===== config.mk =====
export PLATFORM = sky130hd
export DESIGN_NAME = regfile_sb_flat
export DESIGN_NICKNAME = d
export VERILOG_FILES = /design/src/rtl/regfile_sb_if.sv /design/src/rtl/regfile_sb.sv /design/src/flat_wrapper.sv
export SDC_FILE = /design/constraint.sdc
export NUM_CORES = 2
export LEC_CHECK = 0
export ABC_CLOCK_PERIOD_IN_PS = 1800
export BUFFER_PORTS_ARGS = -buffer_cell sky130_fd_sc_hd__buf_2
export CAP_MARGIN = 30
export CORE_MARGIN = 5
export CORE_UTILIZATION = 64
export CTS_CLUSTER_SIZE = 12
export DETAILED_ROUTE_END_ITERATION = 16
export PLACE_DENSITY = 0.81
export SETUP_SLACK_MARGIN = 0.05
export SYNTH_ARGS = -nofsm -noshare
export SYNTH_HDL_FRONTEND = slang
export SYNTH_SLANG_ARGS = --single-unit
export TNS_END_PERCENT = 1

===== constraint.sdc =====
create_clock -name clk -period 1.8 [get_ports clk]
set_input_delay 0.36 -clock clk [delete_from_list [all_inputs] [get_ports clk]]
set_output_delay 0.36 -clock clk [all_outputs]
set_load 0.02 [all_outputs]

===== src/rtl/regfile_sb_if.sv =====
// ---------------------------------------------------------------------------
// regfile_sb_if
//
// Bundle between the register file and its users (decode issues reads and
// allocations, writeback issues writes). The register file connects through
// the slave modport; the decode/writeback side connects through master.
//
// Signals:
//   rd_en       NUM_RD          per-port read enable
//   rd_addr     NUM_RD*AW       read addresses, port p at [p*AW +: AW]
//   rd_data     NUM_RD*XLEN     registered read data, port p at [p*XLEN +: XLEN]
//   rd_busy     NUM_RD          registered pending flag of the register read
//   wr_en       1               write enable
//   wr_addr     AW              write address
//   wr_data     XLEN            write data
//   alloc_en    1               mark alloc_addr as having a write in flight
//   alloc_addr  AW              register to mark pending
//   any_pending 1               OR of all pending bits (combinational)
// ---------------------------------------------------------------------------
interface regfile_sb_if #(
  parameter int XLEN   = 32,
  parameter int AW     = 5,
  parameter int NUM_RD = 2
);
  logic [NUM_RD-1:0]      rd_en;
  logic [NUM_RD*AW-1:0]   rd_addr;
  logic [NUM_RD*XLEN-1:0] rd_data;
  logic [NUM_RD-1:0]      rd_busy;
  logic                   wr_en;
  logic [AW-1:0]          wr_addr;
  logic [XLEN-1:0]        wr_data;
  logic                   alloc_en;
  logic [AW-1:0]          alloc_addr;
  logic                   any_pending;

  modport master (
    output rd_en, rd_addr, wr_en, wr_addr, wr_data, alloc_en, alloc_addr,
    input  rd_data, rd_busy, any_pending
  );

  modport slave (
    input  rd_en, rd_addr, wr_en, wr_addr, wr_data, alloc_en, alloc_addr,
    output rd_data, rd_busy, any_pending
  );
endinterface


===== src/rtl/regfile_sb.sv =====
// ---------------------------------------------------------------------------
// regfile_sb
//
// Integer register file for the RISC-V core with NUM_RD registered read
// ports, one write port, optional write-to-read bypass, hardwired x0 and a
// per-register pending-write scoreboard for RAW hazard detection on
// multi-cycle writebacks.
//
// Ports:
//   clk    rising-edge clock
//   rst_n  asynchronous active-low reset
//   bus    regfile_sb_if slave modport (reads, write, allocation, status)
//
// Reset state: every register 0 except x2 = SP_INIT; read outputs 0; no
// register pending.
// ---------------------------------------------------------------------------
module regfile_sb #(
  parameter int              XLEN    = 32,
  parameter int              NREGS   = 32,
  parameter int              NUM_RD  = 2,
  parameter logic [XLEN-1:0] SP_INIT = 32'h80000FFC,
  parameter int              BYPASS  = 1
) (
  input  logic        clk,
  input  logic        rst_n,
  regfile_sb_if.slave bus
);

  // Address width follows the register count; it is not a free parameter.
  localparam int AW        = $clog2(NREGS);
  localparam bit BYPASS_EN = (BYPASS != 0);

  genvar gi;

  // Current architectural value of every register; x0 is a constant zero.
  logic [XLEN-1:0]  rf_word [NREGS];
  logic [NREGS-1:0] pending_reg;
  logic [NREGS-1:0] pending_next;

  // -------------------------------------------------------------------------
  // Register storage. Each register has its own asynchronously reset flop so
  // that a reset restores the whole file (including the SP value in x2)
  // without a clear sequence.
  // -------------------------------------------------------------------------
  assign rf_word[0] = '0;

  generate
    for (gi = 1; gi < NREGS; gi++) begin : g_reg
      localparam logic [XLEN-1:0] RST_VAL = (gi == 2) ? SP_INIT : '0;
      logic [XLEN-1:0] word_reg;

      always_ff @(posedge clk or negedge rst_n) begin
        if (!rst_n) begin
          word_reg <= RST_VAL;
        end else if (bus.wr_en && (bus.wr_addr == AW'(gi))) begin
          word_reg <= bus.wr_data;
        end
      end

      assign rf_word[gi] = word_reg;
    end
  endgenerate

  // -------------------------------------------------------------------------
  // Scoreboard. A same-cycle allocation beats the release from writeback:
  // the write retires the previous producer, the allocation belongs to the
  // newly issued one, so the register must stay pending.
  // -------------------------------------------------------------------------
  always_comb begin
    pending_next = pending_reg;
    for (int r = 1; r < NREGS; r++) begin
      if (bus.alloc_en && (bus.alloc_addr == AW'(r))) begin
        pending_next[r] = 1'b1;
      end else if (bus.wr_en && (bus.wr_addr == AW'(r))) begin
        pending_next[r] = 1'b0;
      end
    end
    // x0 never has a producer in flight.
    pending_next[0] = 1'b0;
  end

  always_ff @(posedge clk or negedge rst_n) begin
    if (!rst_n) begin
      pending_reg <= '0;
    end else begin
      pending_reg <= pending_next;
    end
  end

  assign bus.any_pending = |pending_reg;

  // -------------------------------------------------------------------------
  // Read ports. Each port is fully independent; they only share the storage,
  // the bypass source and the scoreboard. The busy flag is taken from the
  // post-update pending vector so it already reflects this cycle's write
  // release and allocation.
  // -------------------------------------------------------------------------
  generate
    for (gi = 0; gi < NUM_RD; gi++) begin : g_rd
      logic [AW-1:0]   addr;
      logic [XLEN-1:0] data_next;
      logic [XLEN-1:0] data_reg;
      logic            busy_next;
      logic            busy_reg;

      assign addr = bus.rd_addr[gi*AW +: AW];

      always_comb begin
        data_next = rf_word[addr];
        busy_next = pending_next[addr];
        if (addr == '0) begin
          data_next = '0;
          busy_next = 1'b0;
        end else if (BYPASS_EN && bus.wr_en && (bus.wr_addr == addr)) begin
          data_next = bus.wr_data;
        end
      end

      always_ff @(posedge clk or negedge rst_n) begin
        if (!rst_n) begin
          data_reg <= '0;
          busy_reg <= 1'b0;
        end else if (bus.rd_en[gi]) begin
          data_reg <= data_next;
          busy_reg <= busy_next;
        end
      end

      assign bus.rd_data[gi*XLEN +: XLEN] = data_reg;
      assign bus.rd_busy[gi]              = busy_reg;
    end
  endgenerate

endmodule

===== src/flat_wrapper.sv =====
// flat-port wrapper written by rule: the top's interface ports become plain ports
module regfile_sb_flat 
#(
  parameter int              XLEN    = 32,
  parameter int              NREGS   = 32,
  parameter int              NUM_RD  = 2,
  parameter logic [XLEN-1:0] SP_INIT = 32'h80000FFC,
  parameter int              BYPASS  = 1
)
  (clk, rst_n, bus_rd_en, bus_rd_addr, bus_wr_en, bus_wr_addr, bus_wr_data, bus_alloc_en, bus_alloc_addr, bus_rd_data, bus_rd_busy, bus_any_pending);
  regfile_sb_if #(.XLEN(XLEN), .NUM_RD(NUM_RD)) bus_i ();
  input  logic clk;
  input  logic rst_n;
  input wire logic [$bits(bus_i.rd_en)-1:0] bus_rd_en;
  input wire logic [$bits(bus_i.rd_addr)-1:0] bus_rd_addr;
  input wire logic [$bits(bus_i.wr_en)-1:0] bus_wr_en;
  input wire logic [$bits(bus_i.wr_addr)-1:0] bus_wr_addr;
  input wire logic [$bits(bus_i.wr_data)-1:0] bus_wr_data;
  input wire logic [$bits(bus_i.alloc_en)-1:0] bus_alloc_en;
  input wire logic [$bits(bus_i.alloc_addr)-1:0] bus_alloc_addr;
  output wire logic [$bits(bus_i.rd_data)-1:0] bus_rd_data;
  output wire logic [$bits(bus_i.rd_busy)-1:0] bus_rd_busy;
  output wire logic [$bits(bus_i.any_pending)-1:0] bus_any_pending;
  assign bus_i.rd_en = bus_rd_en;
  assign bus_i.rd_addr = bus_rd_addr;
  assign bus_i.wr_en = bus_wr_en;
  assign bus_i.wr_addr = bus_wr_addr;
  assign bus_i.wr_data = bus_wr_data;
  assign bus_i.alloc_en = bus_alloc_en;
  assign bus_i.alloc_addr = bus_alloc_addr;
  assign bus_rd_data = bus_i.rd_data;
  assign bus_rd_busy = bus_i.rd_busy;
  assign bus_any_pending = bus_i.any_pending;
  regfile_sb #(.XLEN(XLEN), .NREGS(NREGS), .NUM_RD(NUM_RD), .SP_INIT(SP_INIT), .BYPASS(BYPASS)) u_core (.clk(clk), .rst_n(rst_n), .bus(bus_i));
endmodule

==> summary.md <==
| Metric | Value |
|---|---|
| Outcome | `finished with violations` |
| Failing checks | `setup timing` |
| Pre-CTS WS | `-0.7424 ns` |
| Crit-path max FO | `2` |
| Clock Sinks | `1089` |
| Most frequent cells in the layout | `1075 x dfrtp_1, 1022 x mux2_2, 578 x mux4_2` |
| Final WS setup | `-0.8121 ns` |
| Final hold viol count | `0` |
| Total wire length | `184700 um` |
| Dpl cells | `5153` |
| Syn avg cell area | `15.65 um^2` |
| WP data required | `1.44 ns` |
| DR iter-0 viols | `5162` |
| Ys flop type | `dfrtp_1` |
| Final Instance Count excl. Fillers | `5363` |
| Cell Area, Synth | `57530 um^2` |
| Yosys warnings | `0` |
| Max Cap Viol | `0` |
| Commonest non-fill, non-tap cell in the layout | `dfrtp_1` |
| CTS tree | `yes` |
| Worst hold path type | `in -> async` |
| Number of synthesized flops with an enable pin | `0` |
| Arrival time at the worst endpoint | `2.25 ns` |
| Syn nets | `3735` |
| Nets | `4155` |
| H-tree levels | `3` |
| Hold_ws | `0.1068 ns` |
| Area added between synthesis and finish | `18.78%` |
| Initial antenna violation count | `4` |
| DP Area | `64400 um^2` |
| Post-route ant nets | `0` |
| Wire per inst | `34.45 um` |
| Synthesized flop and latch total | `1089` |
| Worst R2R Path Depth | `5` |
| Slew @ Worst Pin | `0.8895 ns` |
| Clk slew on worst S/H paths | `0.06 ns` |
| Setup repair after global routing missed its margin | `true` |
| Layout cells sized above 1 | `61.31%` |
| Vias in the first global route | `42700` |
| Final worst path period need | `2.612 ns` |
| Max-slew violations | `0` |
| Detailed Place HPWL | `117400 um` |
| First-pass GRT wire length | `277500 um` |
| Worst Skew | `0.02251 ns` |
| Die W | `309.8 um` |
| Ys async rst share | `100.0%` |
| Fillers | `4922` |
| Post-synthesis cell count | `3677` |
| Residual DRC | `0` |
| Startpoint Class | `flip-flop` |
| Largest net degree at the start of global routing | `80` |
| Post-synthesis sequential area ratio | `47.39%` |
| Die area | `95990 um^2` |
| GRT Overall Usage | `39.13%` |
| Num rows | `110` |
| Final setup fails | `19` |
| Leakage power | `30.02 nW` |
| Sum Neg Setup Slack | `-1.910 ns` |
| PwrDens | `1098 nW/um^2` |
| Post-Route Utilization | `76.27%` |
| IO Port Bufs | `124` |
| Endpoint type of the worst setup path | `output pin` |
| CP Class | `reg -> out` |
| Clk root buf | `clkbuf_16` |
| Fmax | `382.8 MHz` |
| CTS Buf Count | `116` |
| Initial core utilization | `64.21%` |
| Die Y-Extent | `309.8 um` |
| Yosys cell types | `54` |
| Largest register FFs | `992` |
| Worst skew pair latency | `0.70 ns` |
| Peak VDD IR | `0.9741 mV` |
| Total power draw | `75.06 mW` |
| # Post-CTS Setup Buffers | `0` |
| I/O pins | `125` |
| Tcrit/Tclk final | `145.1%` |
| Vias per cell | `7.439` |
| Via Count | `39900` |
| Total grt overflow | `0` |
| Post-route cell area | `68330 um^2` |
| Final RePlAce weighted congestion | `0.9326` |
| Core area | `89600 um^2` |
| Clk buf depth | `3` |
| Max-slew headroom | `40.70%` |
| DR pass1 iterations | `5` |
metal layers:
layer / share of wire [%] / global-route usage [%] / vias up
met5: 0.0060 / 0 / -
met4: 7.3 / 23.37 / 2
met3: 11 / 9.769 / 817
met2: 47 / 60.52 / 2887
met1: 35 / 51.13 / 20930
li1: - / - / 15260
critical path, stage by stage (launching register included):
cell,delay (ns)
dfrtp_1,0.38
or4_1,0.54
nor4_2,0.19
buf_4,0.17
nand4_1,0.09
buf_2,0.18
cells in the mapped netlist (all sizes together), types with 3 or more instances:
cell | count | area share, %
dfstp | 11 | 0.50
mux2 | 1026 | 20
dfrtp | 1078 | 47
o21ai | 118 | 1.0
buf | 195 | 1.7
a211oi | 3 | 0.039
nor2 | 16 | 0.10
or2 | 5 | 0.054
o22ai | 5 | 0.087
nand2 | 85 | 0.55
inv | 13 | 0.085
a32oi | 65 | 0.99
nand4b | 3 | 0.046
a22o | 37 | 0.56
nand2b | 7 | 0.076
clkbuf | 208 | 1.4
a41oi | 6 | 0.091
a21oi | 5 | 0.043
nor4 | 9 | 0.098
a311oi | 3 | 0.046
and2 | 4 | 0.043
and3 | 4 | 0.043
nor2b | 10 | 0.11
mux4 | 578 | 23
nand4 | 16 | 0.17
and4bb | 3 | 0.065
xor2 | 8 | 0.12
mux2i | 98 | 1.7
nand3 | 32 | 0.29
nor3 | 3 | 0.026
and4b | 3 | 0.052
final cells by class:
type / count / area [um^2] / area share (%)
multi-input combinational: 2170 / 28720 / 42.03
sequential: 1089 / 27270 / 39.90
timing repair buffer: 705 / 6990 / 10.23
clock buffer: 171 / 3423 / 5.010
tap: 1176 / 1471 / 2.153
clock inverter: 35 / 386.6 / 0.5658
inverter: 15 / 66.31 / 0.09704
antenna: 2 / 5.005 / 0.007324
what timing repair did:
action	CTS	global route
hold endpoints to repair	149	0
gates resized for setup	15	15
endpoints found under the setup margin	32	64
pin swaps	8	23
hold buffers	2	0
kinds of logic after synthesis:
| group | after synthesis | synth area share (%) |
|---|---|---|
| mux | 1702 | 44.41 |
| flops | 1089 | 47.39 |
| buf+inv | 418 | 3.140 |
| compound gates | 249 | 2.995 |
| simple gates | 209 | 1.907 |
| xor+xnor | 10 | 0.1522 |
final timing paths:
| check | slack (ns) | end | start |
|---|---|---|---|
| max | -0.81 | bus_any_pending | u_core.pending_reg[10]$_DFF_PN0_ |
| min | 0.11 | u_core.g_reg[25].word_reg[27]$_DFFE_PN0P_ | rst_n |
| max reg2reg | -0.13 | u_core.g_rd[1].data_reg[1]$_DFFE_PN0P_ | u_core.g_reg[27].word_reg[1]$_DFFE_PN0P_ |
| min reg2reg | 0.50 | u_core.g_rd[0].data_reg[20]$_DFFE_PN0P_ | u_core.g_rd[0].data_reg[20]$_DFFE_PN0P_ |
| max in group asynchronous | 0.69 | u_core.g_reg[7].word_reg[15]$_DFFE_PN0P_ | rst_n |
| min in group clk | 0.20 | u_core.pending_reg[14]$_DFF_PN0_ | bus_alloc_addr[0] |
power by group:
part           leakage, nW  internal [mW]  total [mW]  switching (mW)
sequential            13.9           29.5        33.5            4.03
combinational         14.2           10.6        17.5            6.87
clock                 1.89           14.1        24.1            10.0
total                 30.0           54.1        75.1            20.9
No activity file was read; power rests on OpenSTA's default activity.
